==> config.mk <==
export PLATFORM = sky130hd
export DESIGN_NAME = mc_ctrl_fsm_flat
export DESIGN_NICKNAME = d
export VERILOG_FILES = /design/src/rtl/mc_ctrl_fsm_pkg.sv /design/src/rtl/mc_ctrl_fsm_if.sv /design/src/rtl/mc_cond_eval.sv /design/src/rtl/mc_ctrl_fsm.sv /design/src/flat_wrapper.sv
export SDC_FILE = /design/constraint.sdc
export NUM_CORES = 1
export LEC_CHECK = 0
export ABC_AREA = 1
export CAP_MARGIN = 25
export CORE_MARGIN = 2
export CORE_UTILIZATION = 35
export CTS_CLUSTER_DIAMETER = 80
export DETAILED_ROUTE_END_ITERATION = 10
export PLACE_DENSITY = 0.71
export SLEW_MARGIN = 10
export SYNTH_ARGS = -nofsm -noshare
export SYNTH_HDL_FRONTEND = slang
export SYNTH_SLANG_ARGS = --single-unit
==> constraint.sdc <==
create_clock -name clk -period 1.6 [get_ports clk]
set_clock_uncertainty 0.2 [all_clocks]
set_input_delay 0.32 -clock clk [delete_from_list [all_inputs] [get_ports clk]]
set_output_delay 0.32 -clock clk [all_outputs]
set_load 0.05 [all_outputs]
==> src/rtl/mc_ctrl_fsm_pkg.sv <==
// Shared definitions for the multicycle controller: state encoding, ALU codes,
// condition codes and datapath mux select constants.
package mc_ctrl_fsm_pkg;

  localparam int unsigned FLAG_W    = 4;
  localparam int unsigned CMD_W     = 4;
  localparam int unsigned RETIRED_W = 32;

  typedef enum logic [3:0] {
    S_FETCH  = 4'd0,
    S_DECODE = 4'd1,
    S_MEMADR = 4'd2,
    S_MEMRD  = 4'd3,
    S_MEMWB  = 4'd4,
    S_MEMWR  = 4'd5,
    S_EXECR  = 4'd6,
    S_EXECI  = 4'd7,
    S_ALUWB  = 4'd8,
    S_BRANCH = 4'd9
  } state_e;

  localparam state_e RST_STATE = S_FETCH;

  typedef enum logic [1:0] {
    ALU_ADD = 2'b00,
    ALU_SUB = 2'b01,
    ALU_AND = 2'b10,
    ALU_ORR = 2'b11
  } alu_ctl_e;

  localparam logic [1:0] OP_DP  = 2'b00;
  localparam logic [1:0] OP_MEM = 2'b01;
  localparam logic [1:0] OP_BR  = 2'b10;

  localparam logic [CMD_W-1:0] CMD_ADD = 4'b0100;
  localparam logic [CMD_W-1:0] CMD_SUB = 4'b0010;
  localparam logic [CMD_W-1:0] CMD_AND = 4'b0000;
  localparam logic [CMD_W-1:0] CMD_ORR = 4'b1100;
  localparam logic [CMD_W-1:0] CMD_CMP = 4'b1010;

  localparam logic [3:0] COND_EQ = 4'b0000;
  localparam logic [3:0] COND_NE = 4'b0001;
  localparam logic [3:0] COND_CS = 4'b0010;
  localparam logic [3:0] COND_CC = 4'b0011;
  localparam logic [3:0] COND_MI = 4'b0100;
  localparam logic [3:0] COND_PL = 4'b0101;
  localparam logic [3:0] COND_VS = 4'b0110;
  localparam logic [3:0] COND_VC = 4'b0111;
  localparam logic [3:0] COND_HI = 4'b1000;
  localparam logic [3:0] COND_LS = 4'b1001;
  localparam logic [3:0] COND_GE = 4'b1010;
  localparam logic [3:0] COND_LT = 4'b1011;
  localparam logic [3:0] COND_GT = 4'b1100;
  localparam logic [3:0] COND_LE = 4'b1101;
  localparam logic [3:0] COND_AL = 4'b1110;

  localparam logic       ADR_PC      = 1'b0;
  localparam logic       ADR_RESULT  = 1'b1;
  localparam logic [1:0] SRCA_REG    = 2'b00;
  localparam logic [1:0] SRCA_PC     = 2'b01;
  localparam logic [1:0] SRCA_ALUOUT = 2'b10;
  localparam logic [1:0] SRCB_REG    = 2'b00;
  localparam logic [1:0] SRCB_IMM    = 2'b01;
  localparam logic [1:0] SRCB_FOUR   = 2'b10;
  localparam logic [1:0] RES_ALUOUT  = 2'b00;
  localparam logic [1:0] RES_DATA    = 2'b01;
  localparam logic [1:0] RES_ALU     = 2'b10;

  // CMP executes as a subtract; unknown commands fall back to ADD
  function automatic alu_ctl_e cmd_to_alu(input logic [CMD_W-1:0] cmd);
    case (cmd)
      CMD_SUB, CMD_CMP: return ALU_SUB;
      CMD_AND:          return ALU_AND;
      CMD_ORR:          return ALU_ORR;
      default:          return ALU_ADD;
    endcase
  endfunction

endpackage

==> src/rtl/mc_ctrl_fsm_if.sv <==
// Instruction-field / control-strobe bundle between the multicycle datapath
// (master) and its main controller (slave).
interface mc_ctrl_fsm_if;

  logic [1:0] op;
  logic [5:0] funct;
  logic [3:0] rd;
  logic [3:0] cond;
  logic [3:0] alu_flags;
  logic       mem_ready;

  logic       ir_write;
  logic       pc_write;
  logic       reg_write;
  logic       mem_write;
  logic       adr_src;
  logic [1:0] alu_src_a;
  logic [1:0] alu_src_b;
  logic [1:0] result_src;
  logic [1:0] imm_src;
  logic [1:0] alu_control;
  logic [3:0] flags;
  logic       busy;

  modport master (
    output op, funct, rd, cond, alu_flags, mem_ready,
    input  ir_write, pc_write, reg_write, mem_write, adr_src, alu_src_a, alu_src_b,
           result_src, imm_src, alu_control, flags, busy
  );

  modport slave (
    input  op, funct, rd, cond, alu_flags, mem_ready,
    output ir_write, pc_write, reg_write, mem_write, adr_src, alu_src_a, alu_src_b,
           result_src, imm_src, alu_control, flags, busy
  );

endinterface

==> src/rtl/mc_cond_eval.sv <==
// Condition-code evaluator: decides whether an instruction executes given NZCV.
module mc_cond_eval
  import mc_ctrl_fsm_pkg::*;
(
  input  logic [3:0]        cond_i,
  input  logic [FLAG_W-1:0] flags_i,
  output logic              cond_ex_o
);

  logic n, z, c, v;
  assign {n, z, c, v} = flags_i;

  // Code 1111 falls to the default and squashes the instruction
  always_comb begin
    cond_ex_o = 1'b0;
    case (cond_i)
      COND_EQ: cond_ex_o = z;
      COND_NE: cond_ex_o = ~z;
      COND_CS: cond_ex_o = c;
      COND_CC: cond_ex_o = ~c;
      COND_MI: cond_ex_o = n;
      COND_PL: cond_ex_o = ~n;
      COND_VS: cond_ex_o = v;
      COND_VC: cond_ex_o = ~v;
      COND_HI: cond_ex_o = c & ~z;
      COND_LS: cond_ex_o = ~c | z;
      COND_GE: cond_ex_o = (n == v);
      COND_LT: cond_ex_o = (n != v);
      COND_GT: cond_ex_o = ~z & (n == v);
      COND_LE: cond_ex_o = z | (n != v);
      COND_AL: cond_ex_o = 1'b1;
      default: cond_ex_o = 1'b0;
    endcase
  end

endmodule

==> src/rtl/mc_ctrl_fsm.sv <==
// Multicycle CPU main controller: sequences fetch/decode/memory/execute phases,
// holds NZCV and gates writes by the condition field. MC_PERF_CNT_EN adds 'retired'.
module mc_ctrl_fsm
  import mc_ctrl_fsm_pkg::*;
(
  input  logic                 clk,
  input  logic                 reset,
`ifdef MC_PERF_CNT_EN
  output logic [RETIRED_W-1:0] retired,
`endif
  mc_ctrl_fsm_if.slave         bus
);

  state_e            state_q, state_d, dec_state;
  logic [FLAG_W-1:0] flags_q, flags_d;
  logic              cond_q, cond_d;
  logic              cond_ex;
  logic [CMD_W-1:0]  cmd;
  logic              is_cmp, rd_pc, in_exec;
  alu_ctl_e          exec_alu;

  assign cmd      = bus.funct[4:1];
  assign is_cmp   = (cmd == CMD_CMP);
  assign rd_pc    = (bus.rd == 4'd15);
  assign exec_alu = cmd_to_alu(cmd);
  assign in_exec  = (state_q == S_EXECR) || (state_q == S_EXECI);
  assign bus.flags = flags_q;

  mc_cond_eval u_cond_eval (
    .cond_i    (bus.cond),
    .flags_i   (flags_q),
    .cond_ex_o (cond_ex)
  );

  always_ff @(posedge clk) begin
    if (reset) state_q <= RST_STATE;
    else       state_q <= state_d;
  end

  always_ff @(posedge clk) begin
    if (reset) begin
      flags_q <= '0;
      cond_q  <= 1'b0;
    end else begin
      flags_q <= flags_d;
      cond_q  <= cond_d;
    end
  end

  // C and V only carry meaning for arithmetic ops; logical ops keep them
  always_comb begin
    flags_d = flags_q;
    cond_d  = cond_q;
    if (state_q == S_DECODE) cond_d = cond_ex;
    if (in_exec && (bus.funct[0] || is_cmp) && cond_q) begin
      flags_d[3:2] = bus.alu_flags[3:2];
      if (exec_alu == ALU_ADD || exec_alu == ALU_SUB) flags_d[1:0] = bus.alu_flags[1:0];
    end
  end

  always_comb begin
    dec_state       = reset ? S_FETCH : state_q;
    state_d         = state_q;
    bus.ir_write    = 1'b0;
    bus.pc_write    = 1'b0;
    bus.reg_write   = 1'b0;
    bus.mem_write   = 1'b0;
    bus.adr_src     = ADR_PC;
    bus.alu_src_a   = SRCA_REG;
    bus.alu_src_b   = SRCB_REG;
    bus.result_src  = RES_ALUOUT;
    bus.alu_control = ALU_ADD;
    bus.imm_src     = bus.op;
    bus.busy        = (dec_state != S_FETCH);
    case (dec_state)
      S_FETCH: begin
        bus.alu_src_a  = SRCA_PC;
        bus.alu_src_b  = SRCB_FOUR;
        bus.result_src = RES_ALU;
        bus.ir_write   = bus.mem_ready;
        bus.pc_write   = bus.mem_ready;
        if (bus.mem_ready) state_d = S_DECODE;
      end
      S_DECODE: begin
        bus.alu_src_a  = SRCA_PC;
        bus.alu_src_b  = SRCB_FOUR;
        bus.result_src = RES_ALU;
        case (bus.op)
          OP_MEM:  state_d = S_MEMADR;
          OP_BR:   state_d = S_BRANCH;
          OP_DP:   state_d = bus.funct[5] ? S_EXECI : S_EXECR;
          default: state_d = S_FETCH;
        endcase
      end
      S_MEMADR: begin
        bus.alu_src_b = SRCB_IMM;
        state_d       = bus.funct[0] ? S_MEMRD : S_MEMWR;
      end
      S_MEMRD: begin
        bus.adr_src = ADR_RESULT;
        if (bus.mem_ready) state_d = S_MEMWB;
      end
      S_MEMWR: begin
        bus.adr_src   = ADR_RESULT;
        bus.mem_write = cond_q;
        if (bus.mem_ready) state_d = S_FETCH;
      end
      S_MEMWB, S_ALUWB: begin
        bus.result_src = (dec_state == S_MEMWB) ? RES_DATA : RES_ALUOUT;
        bus.pc_write   = rd_pc & cond_q;
        bus.reg_write  = ~rd_pc & cond_q;
        state_d        = S_FETCH;
      end
      S_EXECR, S_EXECI: begin
        bus.alu_src_b   = (dec_state == S_EXECI) ? SRCB_IMM : SRCB_REG;
        bus.alu_control = exec_alu;
        state_d         = is_cmp ? S_FETCH : S_ALUWB;
      end
      S_BRANCH: begin
        bus.alu_src_a  = SRCA_ALUOUT;
        bus.alu_src_b  = SRCB_IMM;
        bus.result_src = RES_ALU;
        bus.pc_write   = cond_q;
        state_d        = S_FETCH;
      end
      default: state_d = S_FETCH;
    endcase
    // An abandoned instruction must not leave a strobe behind in the reset cycle
    if (reset) begin
      bus.ir_write  = 1'b0;
      bus.pc_write  = 1'b0;
      bus.reg_write = 1'b0;
      bus.mem_write = 1'b0;
    end
  end

`ifdef MC_PERF_CNT_EN
  logic [RETIRED_W-1:0] retired_q;

  // cond_q still holds the previous instruction's outcome when FETCH completes
  always_ff @(posedge clk) begin
    if (reset) retired_q <= '0;
    else if (state_q == S_FETCH && bus.mem_ready && cond_q) retired_q <= retired_q + RETIRED_W'(1);
  end

  assign retired = retired_q;
`endif

endmodule

==> src/flat_wrapper.sv <==
// flat-port wrapper written by rule: the top's interface ports become plain ports
module mc_ctrl_fsm_flat import mc_ctrl_fsm_pkg::*;
  (clk, reset, bus_op, bus_funct, bus_rd, bus_cond, bus_alu_flags, bus_mem_ready, bus_ir_write, bus_pc_write, bus_reg_write, bus_mem_write, bus_adr_src, bus_alu_src_a, bus_alu_src_b, bus_result_src, bus_imm_src, bus_alu_control, bus_flags, bus_busy);
  mc_ctrl_fsm_if bus_i ();
  input  logic clk;
  input  logic reset;
  input wire logic [$bits(bus_i.op)-1:0] bus_op;
  input wire logic [$bits(bus_i.funct)-1:0] bus_funct;
  input wire logic [$bits(bus_i.rd)-1:0] bus_rd;
  input wire logic [$bits(bus_i.cond)-1:0] bus_cond;
  input wire logic [$bits(bus_i.alu_flags)-1:0] bus_alu_flags;
  input wire logic [$bits(bus_i.mem_ready)-1:0] bus_mem_ready;
  output wire logic [$bits(bus_i.ir_write)-1:0] bus_ir_write;
  output wire logic [$bits(bus_i.pc_write)-1:0] bus_pc_write;
  output wire logic [$bits(bus_i.reg_write)-1:0] bus_reg_write;
  output wire logic [$bits(bus_i.mem_write)-1:0] bus_mem_write;
  output wire logic [$bits(bus_i.adr_src)-1:0] bus_adr_src;
  output wire logic [$bits(bus_i.alu_src_a)-1:0] bus_alu_src_a;
  output wire logic [$bits(bus_i.alu_src_b)-1:0] bus_alu_src_b;
  output wire logic [$bits(bus_i.result_src)-1:0] bus_result_src;
  output wire logic [$bits(bus_i.imm_src)-1:0] bus_imm_src;
  output wire logic [$bits(bus_i.alu_control)-1:0] bus_alu_control;
  output wire logic [$bits(bus_i.flags)-1:0] bus_flags;
  output wire logic [$bits(bus_i.busy)-1:0] bus_busy;
  assign bus_i.op = bus_op;
  assign bus_i.funct = bus_funct;
  assign bus_i.rd = bus_rd;
  assign bus_i.cond = bus_cond;
  assign bus_i.alu_flags = bus_alu_flags;
  assign bus_i.mem_ready = bus_mem_ready;
  assign bus_ir_write = bus_i.ir_write;
  assign bus_pc_write = bus_i.pc_write;
  assign bus_reg_write = bus_i.reg_write;
  assign bus_mem_write = bus_i.mem_write;
  assign bus_adr_src = bus_i.adr_src;
  assign bus_alu_src_a = bus_i.alu_src_a;
  assign bus_alu_src_b = bus_i.alu_src_b;
  assign bus_result_src = bus_i.result_src;
  assign bus_imm_src = bus_i.imm_src;
  assign bus_alu_control = bus_i.alu_control;
  assign bus_flags = bus_i.flags;
  assign bus_busy = bus_i.busy;
  mc_ctrl_fsm u_core (.clk(clk), .reset(reset), .bus(bus_i));
endmodule
; ---- After elaboration in Yosys (flattened, before gate mapping)
; Index checks and enable logic that the tools add are counted.
[op_classes]
mux = 26
n_lt_le_gt_ge = 0
n_addsub = 0
n_eq_ne = 38
reduce_logical = 20
n_div = 0
n_mul = 0
n_shift = 0
n_bitwise = 11
[ops]
columns = operator, count
row1 = $eq 4x4->1 const B, 12
row2 = $eq 4x3->1 const B, 10
row3 = $pmux 4 s6, 1
row4 = $eq 4x2->1 const B, 5
row5 = $mux 4, 5
row6 = $pmux 1 s15, 1
row7 = $eq 4x1->1 const B, 3
row8 = $logic_not 4->1, 3
row9 = $pmux 2 s3, 2
row10 = $pmux 4 s3, 1
row11 = $reduce_or 2->1, 6
row12 = $mux 1, 11
row13 = $pmux 2 s2, 2
row14 = $ne 2x2->1 const B, 3
row15 = $not 1->1, 5
row16 = $and 1x1->1, 4
row17 = $eq 2x1->1 const B, 2
row18 = $logic_not 2->1, 2
row19 = $reduce_bool 4->1, 1
row20 = $logic_or 1x1->1, 3
row21 = $mux 3, 1
row22 = $pmux 1 s3, 1
row23 = $reduce_and 3->1, 1
row24 = $reduce_or 3->1, 1
row25 = other kinds (7), 9
[word_totals]
latchBits = 0
mem_bits_rw = 0
elab_cells = 99
memories = 0
ff_bits = 9
mem_bits_ro = 0
in_bits = 23
output_inout_bits = 20

; ---- Longest topological paths before layout
; Gate-level depths: netlist of the first run.
[depth]
ltp_word = 6
ltp_mapped = 11
ltp_nobuf = 11

; ---- Cells and area by module
; A second synthesis of the first run with hierarchy kept.
[hier_totals]
hier_cells = 187
hier_area_um2 = 979.7
[by_module_without_submodules]
columns = mod, cells_per_inst, area_per_inst_um2, seq_area_each_um2, n_inst
row1 = mc_ctrl_fsm, 132, 750.7, 180.2, 1
row2 = mc_cond_eval, 55, 229.0, 0.0, 1

; ---- Worst setup path after synthesis of the first run
; No wires, ideal clock.
[synth_timing]
kind = reg2out
startpoint = register u_core.state_q[2]
endpoint = output bus_result_src[0]
stages_incl_launch_ff = 3
required_ns = 1.080
path_slack_ns = -0.920
arrival_time_ns = 2.000
path_buffers = 0
path_cell_list = dfxtp_1 -> nand2_4 -> nor4_1
[synth_between]
elab_chain_cells = 4
elab_cells_between_ends = 10
cone_classes = eq/ne (4) / mux (3) / reduce/logical (3)
[synth_lines]
columns = item, line
row1 = start: declaration, mc_ctrl_fsm.sv:14  ; state_e state_q, state_d, dec_state;
row2 = start signal: assignment, mc_ctrl_fsm.sv:37  ; else state_q <= state_d;
row3 = $mux 4 *, mc_ctrl_fsm.sv:62  ; dec_state = reset ? S_FETCH : state_q;
row4 = "$eq 4x4->1, or another cell as far along", mc_ctrl_fsm.sv:75  ; case (dec_state)
row5 = "$reduce_or 3->1 (no line), or another cell as far along", n/a
row6 = $pmux 2 s2 *, mc_ctrl_fsm.sv:75
row7 = end: declaration, flat_wrapper.sv:20  ; output wire logic [$bits(bus_i.result_src)-1:0] bus_result_src;
; Mark *: on every way between the ends. The rest lies on a longest branch, timed or not.

; ---- Worst setup path in the final report of the first run
[layout_timing]
startpoint = register u_core.state_q[1]
endpoint = output bus_alu_src_b[0]
[layout_between]
elab_chain_cells = 4
elab_cells_between_ends = 12
cone_classes = eq/ne (5) / mux (3) / reduce/logical (4)
[layout_lines]
columns = item, line
row1 = $mux 4 *, mc_ctrl_fsm.sv:62
row2 = "$eq 4x3->1, or another cell as far along", "mc_ctrl_fsm.sv:75, mc_ctrl_fsm.sv:115"
row3 = "$mux 1, or another cell as far along", mc_ctrl_fsm.sv:115  ; bus.alu_src_b = (dec_state == S_EXECI) ? SRCB_IMM : SRCB_REG;
row4 = $pmux 2 s3 *, mc_ctrl_fsm.sv:75
row5 = end: declaration, flat_wrapper.sv:19  ; output wire logic [$bits(bus_i.alu_src_b)-1:0] bus_alu_src_b;
; Marked as above.

==> results of run 1 <==
==> power by group through the flow <==
stage / clock, mW / combinational [mW] / sequential, mW
final: 0.207 / 0.610 / 0.245
after global routing: 0.213 / 0.634 / 0.245
after CTS: 0.187 / 0.499 / 0.242
after detailed placement: 0 / 0.459 / 0.249
after global placement: 0 / 0.449 / 0.248
after floorplan: 0 / 0.212 / 0.248
==> cell type report <==
cell class | count | area share, %
repair buffers | 88 | 45.38
multi-input cells | 119 | 37.93
flip-flops and latches | 9 | 8.683
inverters | 27 | 5.098
well taps | 30 | 1.681
clock buffers | 3 | 1.008
clock inverters | 1 | 0.2241
==> cell families after synthesis <==
logic type / after synthesis
and+or+nand+nor: 95
AOI/OAI and AO/OA: 24
DFF: 9
buffers and inverters: 30
==> per-layer routing <==
metal / up-vias / global-route usage [%] / wire, um
li1: 682 / - / -
met5: - / 0 / 0
met4: 0 / 19.58 / 290
met2: 115 / 44.98 / 2520
met1: 682 / 31.22 / 1976
met3: 35 / 3.611 / 339
==> layout by cell type (no fill, tap or decap), types with 4 or more instances in the layout <==
master | Yosys | routed
nor2_1 | 21 | 12
buf_6 | 0 | 9
nand2_1 | 43 | 35
clkdlybuf4s50_1 | 0 | 13
dfxtp_2 | 0 | 5
nand2_4 | 2 | 9
dlygate4sd2_1 | 0 | 5
inv_4 | 1 | 5
inv_2 | 0 | 5
buf_4 | 3 | 36
a21oi_1 | 7 | 5
nand2_2 | 5 | 4
nand3_1 | 12 | 9
inv_1 | 26 | 17
o21ai_2 | 2 | 5
buf_12 | 0 | 20
nor2_4 | 1 | 13
==> critical path, delay by kind of cell (launching register included) <==
family,cells,cell delay (ns)
AND/OR/NAND/NOR,3,0.43
flip-flops,1,0.35
buffers and inverters,3,0.35
AO/OA/AOI/OAI,1,0.15
==> metrics by stage <==
stage | instances | hold slack [ns] | cell area, um^2 | setup WS (ns)
4_1_cts | 266 | 0.3369 | 1962 | -0.3787
5_1_grt | 277 | 0.3612 | 2233 | -0.5350
3_5_place_dp | 255 | 0.3340 | 1794 | -0.7770
2_1_floorplan | 158 | 0.2009 | 948.4 | -0.3367
6_report | 277 | 0.3592 | 2233 | -0.4975
3_3_place_gp | 255 | 0.3186 | 1794 | -0.6961
==> flip-flops by register name, indices dropped and copies added, names as in the netlist <==
name,cells
u_core.bus.flags,4
u_core.cond_q,1
u_core.state_q,4
==> worst max path at each step <==
stage / from / end / slack, ns
2_1_floorplan: reset / bus_result_src[0] / -0.34
3_5_place_dp: reset / bus_pc_write / -0.78
5_1_grt: u_core.state_q[2] / bus_alu_src_b[0] / -0.54
4_1_cts: u_core.state_q[0] / bus_pc_write / -0.38
3_3_place_gp: reset / bus_pc_write / -0.70
6_report: u_core.state_q[1] / bus_alu_src_b[0] / -0.50
==> timing repair <==
item,CTS,global route
gates resized for setup,36,49
endpoints found under the setup margin,20,19
buffers inserted,7,13
hold buffers,0,0
cloned,0,0
pin swaps,13,22
==> flow_metrics.tcl, run 1 <==
set metrics [dict create \
    postRouteAntennaNets 0 \
    hold_viol 0 \
    rr_worst_depth 11 \
    routed-via-count 1514 \
    io_pins 43 \
    leakage_nw 1.049 \
    synth_common_cells "43 x nand2_1, 26 x inv_1, 21 x nor2_1" \
    overflow 0 \
    register_area_um2 193.9 \
    clock_latency_ns 0.29 \
    synth_compound_area_share_pct 15.89 \
    yosysWarnings 0 \
    total_power_mw 1.063 \
    async_flop_share_pct 0 \
    drt_first_pass_iters 7 \
    pwr-share-comb_pct 57.4 \
    p_per_area_nw_per_um2 475.8 \
    intPower_uw 614.1 \
    min_period_ns 2.098 \
    h-tree-depth 1 \
    grt_pass1_wl_mm 5.602 \
    clock.fmax_ghz 0.4768 \
    synth_enable_flop_cells 0 \
    cap_viol_max_count 0 \
    setup_violations 19 \
    worstHoldStart "bus_op[0]" \
    status "finished, violations left" \
    ys_types 23 \
    die_y_um 54.20 \
    hold_depth 2 \
    io_buffers 42 \
    diodes 0 \
    synthCells 158 \
    endpoint_kind "output pin" \
    p_seq_share_pct 23.0 \
    synth_top_family_by_area "simple AND/OR/NAND/NOR gates" \
    switching_share_pct 42.21 \
    crit_fanout 4 \
    r2r_end "u_core.state_q[2]" \
    tightest_slew_ns 0.4108 \
    syn_area_per_cell_um2 5.583 \
    violations "setup timing" \
    rows 18 \
    setup_tns_ns -5.605 \
    clk_pin_slew_worst_paths_ns 0.08 \
    hold_path.class "in2reg" \
    syn_to_final_growth_pct 153.2 \
    drc_errors 0 \
    die_x_um 54.20 \
    grt_start_max_net_pins 7 \
    startpoint_type "register" \
    cts_tree "done" \
    rsz0062_at_grt "yes" \
    n_fill_cell 100 \
    gp_congestion 0.9118 \
    synth_area_um2 882.1 \
    worstSetupPathType "reg2out" \
    cts_buffer_depth 2 \
    worst_slack_ns -0.4975 \
    drt_iter0_drc 69 \
    timing.rr.start "u_core.state_q[2]" \
    syn-num-nets 181 \
    multiInputGateArea_um2 847.1 \
    synthFlopType "dfxtp_1" \
    final_util_pct 91.82 \
    yosysSeqAreaShare_pct 20.43 \
    wl_per_cell_um 18.51 \
    max_stage_delay_ns 0.35 \
    worst_slew_margin_rel_pct 72.33 \
    synth_simple_gate_area_share_pct 49.36 \
    cts_buffers 3 \
    path_cells "inv_2 > nor2_4 > inv_2 > nor2_4 > nand2_2 > o211ai_1 > clkbuf_16" \
    grt_pass1_vias 1276 \
    hold_path_end "u_core.state_q[3]" \
    switchingPower_uw 448.6 \
    antenna_found_initial 0 \
    synth_fa_ha_area_share_pct 0 \
    synth-seq-cells 9 \
    yosysTopAreaCell "dfxtp_1" \
    cpMaxStageDelayCell "dfxtp_2" \
    drive_gt1_share_pct 53.85 \
    start_util_pct 36.27 \
    clkPwrFrac_pct 19.5 \
    core-area_um2 2432 \
    grt_usage_pct 26.99 \
    place_hpwl_mm 2.685 \
    ys_top_cells_by_area "dfxtp_1 20%, nand2_1 18%, inv_1 11%" \
    vdd_ir_drop_max_v 0.0005252 \
    yosysMostFrequentCell "nand2_1" \
    dieArea_um2 2938 \
    synth_top_area_share_pct 20.43 \
    vias_per_cell 5.466 \
    synthMuxAreaShare_pct 0 \
    cp.required_ns 1.08 \
    ff2ff_setup_slack_ns -0.21 \
    report.final.slew_viol_count 0 \
    drt_wl_total_mm 5.126 \
    timing.final.crit_share_pct 131.1 \
    root_buffer "clkbuf_4" \
    synth_xor_area_share_pct 0 \
    worstPathArrival_ns 1.58 \
    final_nets 271 \
    cts_sinks 9 \
]
Power figures use the tool's default switching activity.
==> run 2: changes to the inputs <==
- DONT_BUFFER_PORTS: not set -> 1
- PLACE_DENSITY: 0.71 -> not set
- TNS_END_PERCENT: not set -> 10
- clock period: 1.6 -> 2.12 ns (I/O delays scaled with it)
==> flow_metrics.tcl, run 2 (synthesis results as in run 1) <==
set metrics [dict create \
    status "finished, final reports clean" \
    cts_buffer_depth 2 \
    timing.final.crit_share_pct 99.83 \
    die_x_um 54.20 \
    worstPathArrival_ns 1.49 \
    total_power_uw 527.4 \
    vias_per_cell 4.919 \
    postRouteAntennaNets 0 \
    setup_tns_ns 0 \
    rsz0062_at_grt "yes" \
    drt_iter0_drc 20 \
    dieArea_um2 2938 \
    vdd_ir_drop_max_v 0.0002153 \
    cap_viol_max_count 0 \
    leakage_nw 0.5544 \
    p_per_area_nw_per_um2 457.2 \
    wl_per_cell_um 11.17 \
    cp.required_ns 1.50 \
    min_period_ns 2.116 \
    final_util_pct 47.43 \
    start_util_pct 36.27 \
    drt_wl_total_mm 2.356 \
    multiInputGateArea_um2 619.3 \
    routed-via-count 1038 \
    antenna_found_initial 0 \
    final_common_cell "nand2_1" \
    tightest_slew_ns 0.2905 \
    h-tree-depth 1 \
    drive_gt1_share_pct 30.39 \
    cts_buffers 3 \
    place_hpwl_mm 1.908 \
    rows 18 \
    worstSetupPathType "reg2out" \
    crit_fanout 3 \
    io_buffers 0 \
    setup_violations 0 \
    gp_congestion 0.9445 \
    hold_buffers 0 \
    grt_start_max_net_pins 8 \
    endpoint_kind "output pin" \
    clock.fmax_ghz 0.4725 \
    drc_errors 0 \
    n_fill_cell 256 \
    worst_slew_margin_rel_pct 80.38 \
    hold_viol 0 \
    die_y_um 54.20 \
    startpoint_type "register" \
    cts_sinks 9 \
    root_buffer "clkbuf_4" \
    grt_usage_pct 17.93 \
    final_nets 205 \
    grt_pass1_vias 951 \
    overflow 0 \
    register_area_um2 185.2 \
    cts_tree "done" \
    diodes 0 \
    drt_first_pass_iters 4 \
    io_pins 43 \
    hold_path.class "in2reg" \
    grt_pass1_wl_mm 3.843 \
    mostFrequentLayoutCells "43 x nand2_1, 23 x inv_1, 20 x buf_4" \
    clk_pin_slew_worst_paths_ns 0.07 \
    syn_to_final_growth_pct 30.78 \
    report.final.slew_viol_count 0 \
    clock_latency_ns 0.27 \
    core-area_um2 2432 \
]
-- run 2: cell types whose count changed in the layout (fill, tap and decap cells not counted), sizes merged --
cell           previous run  this run
buf                      66        22
clkdlybuf4s50            13         0
dlygate4sd2               5         0
dlymetal6s2s              3         0
clkinv                    1         0
-- run 2: metrics by stage --
stage / std cells / area [um^2] / hold WS, ns / worst slack [ns]
6_report: 211 / 1154 / 0.01904 / 0.003656
2_1_floorplan: 158 / 888.4 / 0.3115 / -0.3335
3_5_place_dp: 202 / 1046 / 0.2885 / 0.03784
5_1_grt: 211 / 1154 / 0.02464 / -0.08823
4_1_cts: 208 / 1109 / 0.02048 / 0.01071
3_3_place_gp: 202 / 1046 / 0.2828 / 0.1157
-- run 2: routing by layer --
layer	vias up	wire, um	share of wire [%]	global-route usage (%)
met4	0	43	1.8	8.750
met5	-	0	0	0
met3	7	157	6.7	4.444
met2	36	1154	49	30.12
met1	451	1000	42	21.00
li1	544	-	-	-
-- run 2: timing repair --
| action | in CTS | in global routing |
|---|---|---|
| gates cloned | 0 | 0 |
| buffers inserted | 2 | 3 |
| resized for setup | 7 | 10 |
| setup endpoints to repair | 5 | 5 |
| pin swaps | 1 | 6 |
-- run 2: where the power goes --
| group | switching [mW] | total [mW] | internal, mW |
|---|---|---|---|
| Combinational | 0.132 | 0.202 | 0.0699 |
| Clock | 0.0683 | 0.141 | 0.0728 |
| Sequential | 0.00649 | 0.185 | 0.178 |
| Total | 0.207 | 0.527 | 0.321 |
-- run 2: critical path, stage by stage, from the launching register on --
cell	delay, ns
dfxtp_2	0.33
inv_2	0.08
nor2_4	0.05
buf_6	0.11
nor2_4	0.12
o21ai_2	0.07
o21ai_1	0.13
nand2_1	0.08
o21ai_2	0.08
buf_12	0.15
-- run 2: layout make-up --
cell class,count,area share (%)
clock buffer,4,2.278
inverter,27,9.002
multi-input combinational,119,53.69
sequential,9,16.05
tap,30,3.254
timing repair buffer,22,15.73
-- run 2: final timing paths --
kind                                           from                   to  slack (ns)  depth (start not counted)
worst max-delay path              u_core.state_q[0]         bus_pc_write       0.004                          9
worst min-delay path                  bus_mem_ready    u_core.state_q[2]        0.02                          1
worst max register to register    u_core.state_q[0]    u_core.state_q[2]        0.58                         10
worst min register to register  u_core.bus.flags[0]  u_core.bus.flags[0]        0.30                          2
==> run 3: changes to the inputs <==
- ABC_AREA: 1 -> 0
- GPL_TIMING_DRIVEN: not set -> 0
==> flow_metrics.tcl, run 3 <==
set metrics [dict create \
    cpMaxStageDelayCell "nor3_4" \
    worst_slew_margin_rel_pct 51.95 \
    cp.required_ns 1.50 \
    worstPathArrival_ns 1.91 \
    h-tree-depth 1 \
    drc_errors 0 \
    final_nets 153 \
    ys_top_cells_by_area "dfxtp_1 20%, mux2i_1 5.5%, nand2_1 4.9%" \
    hold_viol 0 \
    hold_depth 1 \
    grt_start_max_net_pins 11 \
    vias_per_cell 5.881 \
    drt_wl_total_mm 2.443 \
    endpoint_kind "output pin" \
    synth_common_cells "12 x nand2_1, 10 x nor2_1, 9 x dfxtp_1" \
    clock_latency_ns 0.27 \
    overflow 0 \
    hold_buffers 0 \
    hold_path_end "u_core.state_q[2]" \
    rsz0062_at_grt "yes" \
    root_buffer "clkbuf_4" \
    yosysMostFrequentCell "nand2_1" \
    drive_gt1_share_pct 31.01 \
    die_x_um 55.19 \
    cts_tree "done" \
    setup_violations 10 \
    rows 18 \
    synth_enable_flop_cells 0 \
    r2r_end "u_core.cond_q" \
    worstHoldStart "bus_mem_ready" \
    ff2ff_setup_slack_ns 0.12 \
    yosysSeqAreaShare_pct 19.65 \
    worstSetupPathType "reg2out" \
    vdd_ir_drop_max_v 0.0003959 \
    routed-via-count 935 \
    syn_area_per_cell_um2 7.396 \
    cp_num_buf_inv 0 \
    hold_path.class "in2reg" \
    worst_slack_ns -0.4161 \
    mostFrequentLayoutCells "10 x nand2_1, 9 x nor2_1" \
    dpl-instance-area_um2 1045 \
    io_buffers 0 \
    p_per_area_nw_per_um2 441.0 \
    crit_fanout 5 \
    drt_iter0_drc 8 \
    syn-num-nets 147 \
    cts_sinks 9 \
    clock.fmax_ghz 0.3943 \
    start_util_pct 37.02 \
    min_period_ns 2.536 \
    timing.rr.start "u_core.bus.flags[0]" \
    synth_area_um2 917.1 \
    stdcell_count 159 \
    wl_per_cell_um 15.36 \
    place_hpwl_mm 1.901 \
    final_area_um2 1156 \
    async_flop_share_pct 0 \
    leakage_nw 0.4564 \
    syn_to_final_growth_pct 26.06 \
    cts_buffer_depth 2 \
    ys_types 44 \
    yosysWarnings 0 \
    gp_congestion 0.8218 \
    dieArea_um2 3046 \
    clk_pin_slew_worst_paths_ns 0.07 \
    place_ws_ns -0.5004 \
    drt_first_pass_iters 4 \
    synth-seq-cells 9 \
    yosysTopAreaCell "dfxtp_1" \
    synth_top_area_share_pct 19.65 \
    timing.final.crit_share_pct 119.6 \
    diodes 0 \
    die_y_um 55.19 \
    grt_usage_pct 16.69 \
    report.final.slew_viol_count 0 \
    cap_viol_max_count 0 \
    io_pins 43 \
    core-area_um2 2477 \
    synthCells 124 \
    cts_buffers 3 \
    grt_pass1_wl_mm 3.657 \
    max_stage_delay_ns 0.49 \
    synthFlopType "dfxtp_1" \
    final_common_cell "nand2_1" \
    rr_worst_depth 4 \
    status "finished, violations left" \
    path_delay_family "simple AND/OR/NAND/NOR gates" \
    postRouteAntennaNets 0 \
    violations "setup timing" \
    startpoint_type "register" \
    antenna_found_initial 0 \
    dp.cells 154 \
    grt_pass1_vias 821 \
    path_cells "nor4_4 > nor2_4 > nor3_4 > o21bai_4" \
    tightest_slew_ns 0.7177 \
]
run 3: per-stage QoR:
step / hold slack [ns] / util (%) / total power, mW / TNS [ns]
2_1_floorplan: 0.3375 / - / 0.3435 / -1.005
3_3_place_gp: 0.3449 / 42.17 / 0.3605 / -2.464
3_5_place_dp: 0.3451 / 42.17 / 0.3633 / -2.633
4_1_cts: 0.05109 / 46.21 / 0.5116 / -2.507
5_1_grt: 0.04500 / 46.67 / 0.5399 / -3.351
6_report: 0.05755 / 46.67 / 0.5099 / -2.450
run 3: cell type report:
| class | instances | area (um^2) |
|---|---|---|
| fill | 247 | 1321 |
| buffer | 12 | 71.32 |
| multi-input combinational | 98 | 805.8 |
| tap | 30 | 37.54 |
| timing repair buffer | 1 | 7.507 |
| inverter | 5 | 18.77 |
| sequential | 9 | 187.7 |
| clock inverter | 1 | 5.005 |
| clock buffer | 3 | 22.52 |
run 3: metal layers:
metal / part of all wire [%] / vias up / track usage (%)
met5: 0 / - / 0
met4: 0 / 0 / 0
met3: 8.0 / 0 / 6.720
met2: 44 / 33 / 26.19
met1: 48 / 433 / 22.89
li1: - / 469 / -
run 3: power breakdown:
group,total [mW],internal [mW],switching [mW]
Sequential,0.184,0.175,0.00920
Combinational,0.190,0.0672,0.123
Clock,0.136,0.0698,0.0664
Total,0.510,0.312,0.198
run 3: logic make-up (layout without fill, tap and decap cells):
family | count (synthesis) | after routing | share of synthesized area (%)
multiplexers | 6 | 6 | 6.685
buffers and inverters | 17 | 22 | 8.322
AND/OR/NAND/NOR | 58 | 58 | 37.52
flip-flops | 9 | 9 | 19.64
XOR/XNOR | 7 | 7 | 6.685
AO/OA/AOI/OAI | 27 | 27 | 21.15
run 3: worst reg2reg max path: stages (launching register included):
cell	delay (ns)
dfxtp_1	0.77
nor4bb_1	0.17
o31ai_1	0.26
a31oi_1	0.08
o41a_1	0.41
run 3: worst max path at each step:
stage / start / to / cells after the start
floorplan: reset / bus_alu_control[1] / 5
global placement: reset / bus_alu_control[1] / 5
detailed placement: reset / bus_alu_control[1] / 5
CTS: u_core.state_q[3] / bus_pc_write / 4
global route: u_core.state_q[3] / bus_pc_write / 4
finish: u_core.state_q[3] / bus_pc_write / 4
run 3: what timing repair did:
item | 4_1_cts | 5_1_grt
pin swaps | 5 | 2
setup endpoints to repair | 14 | 12
buffers inserted | 1 | 0
resized for setup | 21 | 3
